===== config.mk =====
export PLATFORM = sky130hd
export DESIGN_NAME = regfile_multiport
export DESIGN_NICKNAME = d
export VERILOG_FILES = /design/src/rtl/regfile_multiport.sv
export SDC_FILE = /design/constraint.sdc
export NUM_CORES = 1
export LEC_CHECK = 0
export CAP_MARGIN = 10
export CORE_MARGIN = 2
export CORE_UTILIZATION = 55
export CTS_BUF_LIST = sky130_fd_sc_hd__clkbuf_8
export CTS_CLUSTER_DIAMETER = 60
export DETAILED_ROUTE_END_ITERATION = 12
export PLACE_DENSITY = 0.85
export SLEW_MARGIN = 20
export SYNTH_ARGS = -nofsm -noshare
export SYNTH_HDL_FRONTEND = slang
export SYNTH_SLANG_ARGS = --single-unit

===== constraint.sdc =====
create_clock -name clk -period 5 [get_ports clk]
set_input_delay 1 -clock clk [delete_from_list [all_inputs] [get_ports clk]]
set_output_delay 1 -clock clk [all_outputs]
set_load 0.02 [all_outputs]

===== src/rtl/regfile_multiport.sv =====
// regfile_multiport: REG_N x DATA_W register file with one write port,
// two combinational read ports (A/B), per-register valid bits, a
// saturating write counter, a registered out-of-range write error pulse
// and a stepping scan port for the debug display chain.
//
// Ports:
//   clk, reset            rising-edge clock, synchronous active-high reset
//   write/writenum/data_in write port
//   readnum_a/b -> data_out_a/b, valid_a/b   operand read ports
//   scan_step -> scan_idx, scan_data         debug scan port
//   wr_count              accepted writes since reset (saturating)
//   err_wr                one-cycle pulse after an out-of-range write
//
// Option: define WRITE_BYPASS_EN to make reads of the register being
// written this cycle return data_in (and valid=1) in the same cycle.
module regfile_multiport #(
   parameter int DATA_W = 16,
   parameter int REG_N  = 8,
   parameter int ADDR_W = 3,
   parameter int CNT_W  = 8
) (
   input  logic              clk,
   input  logic              reset,
   input  logic              write,
   input  logic [ADDR_W-1:0] writenum,
   input  logic [DATA_W-1:0] data_in,
   input  logic [ADDR_W-1:0] readnum_a,
   input  logic [ADDR_W-1:0] readnum_b,
   output logic [DATA_W-1:0] data_out_a,
   output logic [DATA_W-1:0] data_out_b,
   output logic              valid_a,
   output logic              valid_b,
   input  logic              scan_step,
   output logic [ADDR_W-1:0] scan_idx,
   output logic [DATA_W-1:0] scan_data,
   output logic [CNT_W-1:0]  wr_count,
   output logic              err_wr
);

   localparam logic [ADDR_W:0]   NREG = (ADDR_W+1)'(REG_N);
   localparam logic [ADDR_W-1:0] LAST = ADDR_W'(REG_N - 1);
   localparam bit                FULL = (REG_N == (1 << ADDR_W));

   logic [DATA_W-1:0] regs_q [REG_N];
   logic [REG_N-1:0]  valid_q;
   logic [ADDR_W-1:0] scan_q, scan_d;
   logic [CNT_W-1:0]  cnt_q, cnt_d;
   logic              err_q, err_d;
   logic              wr_ok;

   function automatic logic in_range(input logic [ADDR_W-1:0] idx);
      return FULL || ({1'b0, idx} < NREG);
   endfunction

   function automatic logic [DATA_W-1:0] rd_data(
      input logic [ADDR_W-1:0] idx);
      logic [DATA_W-1:0] v;
      v = '0;
      if (in_range(idx)) v = regs_q[idx];
`ifdef WRITE_BYPASS_EN
      if (wr_ok && idx == writenum) v = data_in;
`endif
      return v;
   endfunction

   function automatic logic rd_valid(input logic [ADDR_W-1:0] idx);
      logic v;
      v = 1'b0;
      if (in_range(idx)) v = valid_q[idx];
`ifdef WRITE_BYPASS_EN
      if (wr_ok && idx == writenum) v = 1'b1;
`endif
      return v;
   endfunction

   always_comb begin
      wr_ok  = write && in_range(writenum);
      err_d  = write && !in_range(writenum);
      cnt_d  = cnt_q;
      if (wr_ok && cnt_q != '1) cnt_d = cnt_q + 1'b1;
      scan_d = scan_q;
      if (scan_step) scan_d = (scan_q == LAST) ? '0 : scan_q + 1'b1;
   end

   always_comb begin
      data_out_a = rd_data(readnum_a);
      data_out_b = rd_data(readnum_b);
      valid_a    = rd_valid(readnum_a);
      valid_b    = rd_valid(readnum_b);
      scan_data  = rd_data(scan_q);
   end

   always_ff @(posedge clk) begin
      if (reset) begin
         for (int i = 0; i < REG_N; i++) regs_q[i] <= '0;
         valid_q <= '0;
         scan_q  <= '0;
         cnt_q   <= '0;
         err_q   <= 1'b0;
      end else begin
         if (wr_ok) begin
            regs_q[writenum]  <= data_in;
            valid_q[writenum] <= 1'b1;
         end
         scan_q <= scan_d;
         cnt_q  <= cnt_d;
         err_q  <= err_d;
      end
   end

   assign scan_idx = scan_q;
   assign wr_count = cnt_q;
   assign err_wr   = err_q;

endmodule


# After elaboration in Yosys (flattened, before gate mapping)
# Memory sizes are Yosys's and may differ from the RTL's. A register that Yosys moved wholly into a read port is not among the register bits.
# Cells that the tools add are included.
# word_totals
latchBits	0
ramBits	128
inputBits	29
romBits	0
wordCells	33
out_inout_bits	62
n_memories	1
regBits	19
# memory_table
memory	depth	word_bits	read_ports	rd_ports_with_merged_regs	wr	line_no	text
regs_q	8	16	3	1	8	44	logic [DATA_W-1:0] regs_q [REG_N];
# classes
bitwise_logic	1
addsub	2
n_mux	17
div_mod_pow	0
multipliers	0
n_lt_le_gt_ge	4
n_reduce_logical	3
n_shift	0
n_eq_ne	2
# ops
cell	n
$mux 16	1
$reduce_or 16->1	1
$lt 3x4->1 const B	3
$mux 3	4
$mux 1	9
$add 8x1->8 const B	1
$ne 8x8->1 const B	1
$or 8x8->8	1
$bmux 1 s3	2
$add 3x1->3 const B	1
$demux 1 s3	1
$eq 3x3->1 const B	1
$ge 3x1->1 const B	1
$logic_and 1x1->1	2

# Longest topological paths before layout
# depth
word_depth	5
ltp_mapped	5
mapped_depth_nobuf	5

# Least setup slack after synthesis
# Ideal clock, no wire load.
# synth_timing
kind	in2reg
from	in reset
to	mem regs_q[2][0], enable pin
stages	3
setup_time_ps	411
t_arrival_ps	2798
path_buffers	1
setup_slack_ps	1791
t_required_ps	4589
cell_sequence	buf_2 -> or3b_4 -> o21ai_0
# synth_rtl
item	line_no	text
start, declared	23	input logic reset,
end, declared	44	

# Final worst setup path
# layout_timing
from	in readnum_a[1]
to	out data_out_a[5]
# layout_via
elab_chain_len	1
# layout_lines
item	line_no	text
start, declared	27	input logic [ADDR_W-1:0] readnum_a,
$mem_v2 8x16	--	
end, declared	29	output logic [DATA_W-1:0] data_out_a,
# No other way between the ends.

==> out/results.txt <==
Setup repair after global routing left no endpoint under its margin. The logs give 5668 for the total number of vias and 0 for the count of maximum capacitance violations. The worst-case IR drop observed on VDD is 0.133 mV. The tools report the detailed-router iteration count before antenna repair as 5.

The total count of max-transition violations in the final report is 0, and the starting density of the core is 55.6%. TritonCTS built the clock tree. For the worst-skew pair, the clock arrives at the later sink with an insertion delay of 0.46 ns. The cell count after synthesis came out at 547. Number of H-tree branching levels: 4. In this run the cell area of the synthesized design comes to 9130 um^2. The stage delay of the slowest cell on the critical path was 0.74 ns; the buffering stage count on the worst path with inverters included was 3. For the maximum root-to-sink buffer count, the log shows 2. After clock tree synthesis, the clock-pin slew on the worst setup and hold paths is 0.08 ns.

In this run, synthesis inferred 128 flip-flops with an integrated enable. The total overflow left after global routing is 0. The share of total power dissipated in the clock network is 30.6%.

The switching part of the total is 27.1%. The run gives 46 as the unique cell type count in the Yosys netlist. Counting every sink on the clock net gives 150. Summed over all nets, the switching power comes to 819 uW. Entering global routing, the biggest net connects 35 pins. The final setup violation count was 0. The tools report the Yosys warning count as 0.

The most used flip-flop cell after synthesis was edfxtp_1. Cell type with the highest aggregate area in the netlist: edfxtp_1. From synthesis to final layout, the design area changed by 14.2%. The floorplan has 47 rows. Sequential elements use 46.9% of the synthesized area. Of the total power, combinational logic draws 20.0%. The per-instance average area after synthesis is 16.7 um^2. The flow ran to the end, and the final reports show no timing, DRC or antenna violations. The routed wirelength normalized by instance count works out to 25.2 um. The average via count per standard cell was 6.55; the clock buffer count from CTS was 17. Yosys attributes the largest share of cell area to edfxtp_1 42%, mux4_1 16%, mux4_2 11%. The cell family contributing the most delay on the critical path is buffers and inverters.

The class of the tightest hold or removal check is flip-flop to flip-flop. The library cell appearing most often on the critical path is clkdlybuf4s50_1. The signal on the critical path passes through clkdlybuf4s50_1, buf_12, mux4_1, mux2_2, clkdlybuf4s50_1.

Data on the critical path arrives at its endpoint at 3.22 ns. The routed design has 21800 um of wire. The congestion estimate from routability-driven global placement came to 0.876.

Summed over its instances, the top area cell type makes up 42.1% of the synthesized netlist area. The tools report the post-route antenna net violation count as 0. The quantity of I/O buffers inserted on ports was 89; the initial antenna violation count was 0.

The worst setup path is launched from an input pin. By startpoint and endpoint, the worst setup path is classified as input pin to primary output. For the net count after synthesis, the log shows 579.

The core outline area was 16400 um^2; the final antenna diode count was 0. Of all flip-flops after synthesis, the portion carrying an async set or reset was 0%. The die height came out at 133 um. The area enclosed by the die boundary is 17600 um^2, and the all-layer global routing usage is 25.5%. The number of global-route vias before repair is 5835, and the highest net fanout along the worst path is 28. The synthesis-stage register bit count is 150. The share of cells above drive strength 1 was 26.6%. The hold buffer count at cts is 0.

The tools report the leakage component of the power as 0.00373 uW. The tools report the setup TNS as 0 ns. The worst setup path is captured at a primary output. Gates resized during post-CTS repair numbered 0. The power density normalized to cell area is 290 nW/um^2, and the final core utilization is 63.5%.

After the last flow step, the layout net total stands at 665. The routed design could run at a clock period as short as 4.22 ns. The iteration-0 DRC count of the detailed router is 647, and the measured slew at the worst slew-check pin is 1.10 ns. The logs give 4.00 ns for the critical path data required time and 0 for the post-route DRC violation count. The number of filler cells placed in the layout was 1109. Detailed placement finished with a half-perimeter wire length of 13800 um. The tools report the headroom to the max-slew limit as 26.8%. The cell sitting at the root of the clock tree is a clkbuf_8.

The design internal power is 2200 uW, and the register share of total power is 49.4%. The slowest cell on the critical path was clkdlybuf4s50_1. Post-CTS timing repair inserted 0 buffers for setup.

The tools report the final number of hold-violating endpoints as 0. The die width was 133 um. The part of the cycle the worst path needs was 84.3%. The maximum clock frequency was 0.237 GHz; the first-pass GRT wire length was 33400 um. For the I/O pin count, the log shows 91. Post-route clock skew: 0.00449 ns.
==> registers in the layout, indices dropped and copies added, names as in the netlist, named ones only <==
signal    count
scan_idx      3
regs_q      128
wr_count      8
valid_q       8
==> synth_stat cells (3+ instances only) <==
cell type / n
clkbuf_8: 12
and2_2: 7
mux2_2: 53
ha_1: 3
nor2b_1: 3
a21o_1: 7
edfxtp_1: 128
clkbuf_2: 3
and2_1: 121
nor2_4: 4
nor2_1: 8
buf_6: 14
dfxtp_1: 22
a21oi_1: 6
buf_1: 4
clkbuf_1: 5
mux4_2: 44
and4_1: 3
mux4_1: 54
mux2i_1: 3
nand2_1: 3
o21ai_0: 6
==> layout make-up <==
class	instances	area, um^2	share of cell area (%)
clock inverters	15	155	1.49
well taps	220	275	2.64
repair buffers	109	1060	10.1
inverters	1	3.75	0.0360
multi-input cells	354	4410	42.3
clock buffers	17	234	2.24
flip-flops and latches	150	4290	41.1
==> cells in the final DEF, fill, tap and decap left out, types with 7 or more instances in the layout <==
| cell | n |
|---|---|
| nor2_1 | 8 |
| buf_4 | 18 |
| mux2_2 | 53 |
| a21o_1 | 7 |
| dfxtp_1 | 21 |
| clkbuf_8 | 17 |
| clkdlybuf4s50_1 | 87 |
| and2_1 | 121 |
| mux4_2 | 44 |
| edfxtp_1 | 128 |
| and2_2 | 7 |
| mux4_1 | 54 |
==> power groups by stage <==
stage	clock network [uW]	logic (uW)	registers (uW)
finish	926	604	1490
global route	981	631	1500
CTS	928	607	1490
detailed placement	0	604	1520
global placement	0	593	1510
floorplan	0	400	1490
==> layer usage <==
| layer | up-vias | GRT usage (%) | share of wire (%) |
|---|---|---|---|
| li1 | 2401 | - | - |
| met1 | 2861 | 32.9 | 38 |
| met2 | 332 | 42.9 | 50 |
| met3 | 74 | 4.75 | 8.2 |
| met4 | 0 | 10.9 | 3.5 |
| met5 | - | 0 | 0 |
==> logic make-up (layout without fill, tap and decap cells) <==
group,Yosys count,count (layout),share of synthesized area (%)
AND/OR/NAND/NOR,167,167,12.1
multiplexers,156,156,33.8
flip-flops,150,150,46.9
buffers and inverters,43,142,4.69
AO/OA/AOI/OAI,27,27,1.97
adder cells (fa/ha/maj),3,3,0.411
other,1,1,0.0411
==> final timing paths <==
kind,start,end,slack [ns],cells after the start
worst min-delay path,valid_q[6],valid_q[6],0.49,1
worst max-delay path,readnum_a[1],data_out_a[5],0.78,5
worst max register to register,wr_count[0],wr_count[0],3.37,4
worst min register to register,valid_q[6],valid_q[6],0.49,1
==> per-stage QoR <==
| step | instances | total power, uW | setup slack [ns] | cell area (um^2) | hold WS, ns |
|---|---|---|---|---|---|
| after floorplan | 547 | 1890 | 1.79 | 9130 | 0.435 |
| after global placement | 834 | 2100 | 0.802 | 10000 | 0.452 |
| after detailed placement | 834 | 2120 | 0.794 | 10000 | 0.466 |
| after CTS | 866 | 3030 | 0.776 | 10400 | 0.485 |
| after global routing | 866 | 3120 | 0.740 | 10400 | 0.505 |
| final | 866 | 3020 | 0.784 | 10400 | 0.487 |
Note: power is estimated with default switching activity, not from simulation.
==> RTL change 1: new RTL, same flow settings <==
The option `WRITE_BYPASS_EN` is turned on by a define.
--- a/src/rtl/regfile_multiport.sv
+++ b/src/rtl/regfile_multiport.sv
@@ -14,4 +14,6 @@
 // Option: define WRITE_BYPASS_EN to make reads of the register being
 // written this cycle return data_in (and valid=1) in the same cycle.
+`define WRITE_BYPASS_EN
+
 module regfile_multiport #(
    parameter int DATA_W = 16,
Function: changed (Yosys sat finds a counterexample within 4 cycles, from zero or initial values and one cycle with reset high).
==> RTL change 1 against the original RTL <==
- sequential cell count is the same
- total power grew 5.6%
- setup slack lost 0.18 ns
- sequential share of layout area shrank 2.6 points
- via count grew 11%
- area after synthesis grew 6.1%
- critical path depth grew 1
- utilization grew 0.99 points
- routed wire length grew 16%
- clock power grew 3.0%
- design area grew 6.7%
- first-iteration DRC count grew 12%
- critical path type unchanged
- critical endpoint is now data_out_b[15]
- largest cell class unchanged
==> RTL change 1: results (changes against the original RTL) <==
stage;metric;value;unit;change
sta;Max transition margin;31.03;%;+4.2 points
synthesis;Synth cell types;40;;-13%
final_layout;Final nets;730;;+9.8%
synthesis;Compound-Gate Fraction of Synth Area;2.029;%;+0.055 points
synthesis;Post-Syn Instances;631;;+15%
global_routing;met2 usage;47.58;%;+4.7 points
synthesis;XOR/XNOR share of the synthesized area;0.8144;%;+0.81 points
synthesis;post-synthesis mux area share;37.78;%;+4.0 points
placed_design;global placer's final weighted congestion;0.8801;;+0.42%
global_routing;largest net degree at the start of global routing;36;;+2.9%
placed_design;post-DP HPWL;15530;µm;+12%
critical_path;CP max stage delay;0.87;ns;+0.13 ns
synthesis;Seq/Total Area, Yosys;44.26;%;-2.7 points
global_routing;Total GRT Usage;28.62;%;+3.1 points
pwr;Peak VDD IR;157.5;µV;+19%
final_layout;number of fill cells;1190;;+7.3%
final_layout;share of cells above drive strength 1;29.96;%;+3.3 points
synthesis;top post-synthesis cells by area;edfxtp_1, mux4_1, mux4_2;;
drt;drt total wl;25330;µm;+16%
final_layout;synthesis-to-finish area growth;14.88;%;
drt;Via Count;6289;;+11%
run_status;status;completed;;
synthesis;Post-Syn Nets;663;;+15%
placed_design;placed cell count;904;;+8.4%
global_routing;met3 Use GR;7.630;%;+2.9 points
global_routing;first-pass GRT wire length;38200;µm;+14%
placed_design;DP Area;0.01072;mm²;+6.8%
drt;met1 WL;9168;µm;+10%
final_layout;final std cells w/o fill;936;;+8.1%
drt;routed wl met2;12880;µm;+18%
synthesis;commonest cells in the netlist;and2_1, edfxtp_1, mux2_2, mux4_1, mux4_2;;
critical_path;delay-heaviest family, CP;buffers and inverters;;
drt;initial DRC count;727;;+12%
synthesis;Adder-Cell Fraction of Synth Area;0.3878;%;-0.024 points
sta;Layout Skew;0.001076;ns;-0.003414 ns
global_routing;vias in the first global route;6467;;+11%
critical_path;CP Max Fanout;10;;-64%
global_routing;grt met1 use;35.10;%;+2.2 points
## RTL change 1: final cells by class
| class | instances | area share (%) |
|---|---|---|
| multi-input cells | 413 | 45.11 |
| well taps | 225 | 2.532 |
| clock inverters | 13 | 1.249 |
| inverters | 3 | 0.1013 |
| clock buffers | 19 | 2.352 |
| repair buffers | 113 | 10.10 |
| flip-flops and latches | 150 | 38.55 |
## RTL change 1: where the power goes
part	total [mW]	switching, mW	internal (mW)
sequential	1.50	0.0635	1.43
clock	0.954	0.444	0.510
combinational	0.742	0.335	0.408
total	3.19	0.842	2.35
## RTL change 1: worst paths after layout
path	start	to	slack, ns	depth (start not counted)
max reg2reg	wr_count[3]$_SDFFE_PP0P_	wr_count[0]$_SDFFE_PP0P_	3.46	3
max	readnum_b[2]	data_out_b[15]	0.60	6
min reg2reg	valid_q[1]$_SDFFE_PP0P_	valid_q[1]$_SDFFE_PP0P_	0.49	1
min	valid_q[1]$_SDFFE_PP0P_	valid_q[1]$_SDFFE_PP0P_	0.49	1
==> RTL change 2: new RTL, config.mk and constraints unchanged <==
Made on the original files. Add an input register stage for `write`, `readnum_a`, `readnum_b` and `scan_step`, cleared by the reset; this delays them by one clock. The other inputs are not delayed to match. Comments in the files are not updated.
--- a/src/rtl/regfile_multiport.sv
+++ b/src/rtl/regfile_multiport.sv
@@ -42,4 +42,23 @@
    localparam bit                FULL = (REG_N == (1 << ADDR_W));
 
+   logic write_q;
+   logic [ADDR_W-1:0] readnum_a_q;
+   logic [ADDR_W-1:0] readnum_b_q;
+   logic scan_step_q;
+
+   always_ff @(posedge clk) begin
+      if (reset) begin
+         write_q     <= '0;
+         readnum_a_q <= '0;
+         readnum_b_q <= '0;
+         scan_step_q <= '0;
+      end else begin
+         write_q     <= write;
+         readnum_a_q <= readnum_a;
+         readnum_b_q <= readnum_b;
+         scan_step_q <= scan_step;
+      end
+   end
+
    logic [DATA_W-1:0] regs_q [REG_N];
    logic [REG_N-1:0]  valid_q;
@@ -75,17 +94,17 @@
 
    always_comb begin
-      wr_ok  = write && in_range(writenum);
-      err_d  = write && !in_range(writenum);
+      wr_ok  = write_q && in_range(writenum);
+      err_d  = write_q && !in_range(writenum);
       cnt_d  = cnt_q;
       if (wr_ok && cnt_q != '1) cnt_d = cnt_q + 1'b1;
       scan_d = scan_q;
-      if (scan_step) scan_d = (scan_q == LAST) ? '0 : scan_q + 1'b1;
+      if (scan_step_q) scan_d = (scan_q == LAST) ? '0 : scan_q + 1'b1;
    end
 
    always_comb begin
-      data_out_a = rd_data(readnum_a);
-      data_out_b = rd_data(readnum_b);
-      valid_a    = rd_valid(readnum_a);
-      valid_b    = rd_valid(readnum_b);
+      data_out_a = rd_data(readnum_a_q);
+      data_out_b = rd_data(readnum_b_q);
+      valid_a    = rd_valid(readnum_a_q);
+      valid_b    = rd_valid(readnum_b_q);
       scan_data  = rd_data(scan_q);
    end
Check against the original RTL: not equivalent (a bounded check fails within 4 cycles, from zero or initial values and one cycle with reset high).
==> RTL change 2 against the original RTL <==
- sequential cell count increased by 8
- largest cell class is now registers
- register-to-register slack lost 0.59 ns
- non-clock buffer count fell by 3
- total power is 7.2% lower
- setup slack improved by 0.17 ns
- routed wire length is 0.22% higher
- design area up 1.0%
- first-iteration DRC count up 1.9%
- area after synthesis rose by 0.84%
==> RTL change 2: results (changes against the original RTL) <==
stage;metric;value;unit;change
placed_design;DP Area;0.01016;mm²;+1.2%
pwr;Lkg Pwr;3.953;nW;+5.9%
final_layout;Layout clock area frac;3.517;%;-0.22 points
final_layout;count of plain and timing-repair buffers;106;;-2.8%
sta;Layout Skew;0.009428;ns;+0.004938 ns
synthesis;commonest cells in the netlist;and2_1, edfxtp_1, mux4_2, mux2_2, mux4_1;;
global_routing;met2 usage;43.18;%;+0.27 points
critical_path;Critical Path AT;3.05;ns;-0.17 ns
final_layout;Register Area;0.004451;mm²;+3.9%
synthesis;top post-synthesis cells by area;edfxtp_1, mux4_2, mux4_1;;
final_layout;largest cell class by area;registers;;
global_routing;first-pass GRT wire length;34060;µm;+2.0%
final_layout;share of cells above drive strength 1;26.40;%;-0.22 points
cts;CTS Root Cell;clkbuf_8;;
worst_hold_path;Hold Path End;valid_q[3]$_SDFFE_PP0P_;;
sta;Hold WS;0.4860;ns;-0.001350 ns
placed_design;post-DP HPWL;13880;µm;+0.33%
placed_design;dpl ws;1.399;ns;+0.6060 ns
drt;WL/cell;24.84;µm;-1.3%
critical_path;CP max stage delay;0.77;ns;+0.03 ns
synthesis;Synth cell types;43;;-6.5%
final_layout;number of fill cells;1134;;+2.3%
critical_path;cell at the slowest stage of the critical path;dfxtp_2;;
floorplan;Core Area;0.01647;mm²;+0.36%
synthesis;Seq/Total Area, Yosys;48.30;%;+1.4 points
synthesis;Syn Area/Cell;16.31;µm²;-2.2%
final_layout;Multi-Input Combinational;362;;+2.3%
final_layout;final std cells w/o fill;879;;+1.5%
critical_path;Crit Reg-Reg Endpoint;regs_q[3][5]$_SDFFCE_PN0P_;;
critical_path;worst r2r path cells;3;;-1
drt;met1 WL;8353;µm;+0.22%
synthesis;YS warnings;0;;unchanged
critical_path;worst r2r src;wr_ok$_SDFF_PP0_;;
final_layout;# clk buffers;19;;+2
placed_design;global placer's final weighted congestion;0.8049;;-8.2%
global_routing;vias in the first global route;5918;;+1.4%
synthesis;Post-Syn Nets;596;;+2.9%
critical_path;CP Max Fanout;19;;-32%
drt;met3 wire len;1987;µm;+12%
pwr;Peak VDD IR;150.9;µV;+14%
final_layout;buffer share of cell area;9.671;%;-0.46 points
final_layout;final core utilization;63.96;%;+0.43 points
sta;worst slew pin tran;1.202;ns;+0.1057 ns
drt;initial DRC count;659;;+1.9%
global_routing;Total GRT Usage;25.59;%;+0.063 points
run_status;status;completed;;
synthesis;#FFs+latches synth;158;;+5.3%
global_routing;grt met1 use;33.33;%;+0.48 points
worst_hold_path;hold wc startpoint;valid_q[3]$_SDFFE_PP0P_;;
critical_path;R2R Setup Slk;2.78;ns;-0.59 ns
drt;Via Count;5762;;+1.7%
global_routing;met3 Use GR;5.594;%;+0.84 points
placed_design;placed cell count;847;;+1.6%
[RTL change 2: changes by cell type after synthesis, sizes merged]
cell | unedited run | this run
nor2b | 3 | 11
buf | 22 | 26
dfxtp | 22 | 30
clkbuf | 20 | 17
[RTL change 2: how the worst max path moves through the flow]
stage / to / from / slack (ns) / cells after the start
4_1_cts: data_out_b[2] / readnum_b_q[0]$_SDFF_PP0_ / 0.90 / 4
5_1_grt: data_out_b[7] / readnum_b_q[0]$_SDFF_PP0_ / 0.81 / 4
2_1_floorplan: regs_q[4][0]$_SDFFCE_PN0P_ / reset / 1.78 / 3
3_3_place_gp: data_out_b[1] / readnum_b_q[0]$_SDFF_PP0_ / 1.44 / 4
6_report: data_out_b[4] / readnum_b_q[0]$_SDFF_PP0_ / 0.95 / 4
3_5_place_dp: data_out_b[2] / readnum_b_q[0]$_SDFF_PP0_ / 1.40 / 4
[RTL change 2: worst max-delay path, delay by kind of cell, from the launching register on]
family	cells	cell delay (ns)
buf+inv	2	0.94
mux	2	0.87
flops	1	0.77
[RTL change 2: where the power goes]
| group | switching [mW] | leakage, nW | total, mW | internal, mW |
|---|---|---|---|---|
| logic | 0.189 | 2.13 | 0.402 | 0.214 |
| registers | 0.0472 | 1.62 | 1.51 | 1.46 |
| clock network | 0.474 | 0.203 | 0.896 | 0.422 |
| total | 0.710 | 3.95 | 2.80 | 2.09 |
[RTL change 2: cells by family (layout without fill, tap and decap cells)]
kind of cell,Yosys count,count (layout),synth area share [%]
buffers and inverters,44,139,3.739
multiplexers,156,156,33.17
adder cells (fa/ha/maj),3,3,0.4080
flip-flops,158,158,48.30
other,1,1,0.04076
AO/OA/AOI/OAI,27,27,1.945
AND/OR/NAND/NOR,175,175,12.40
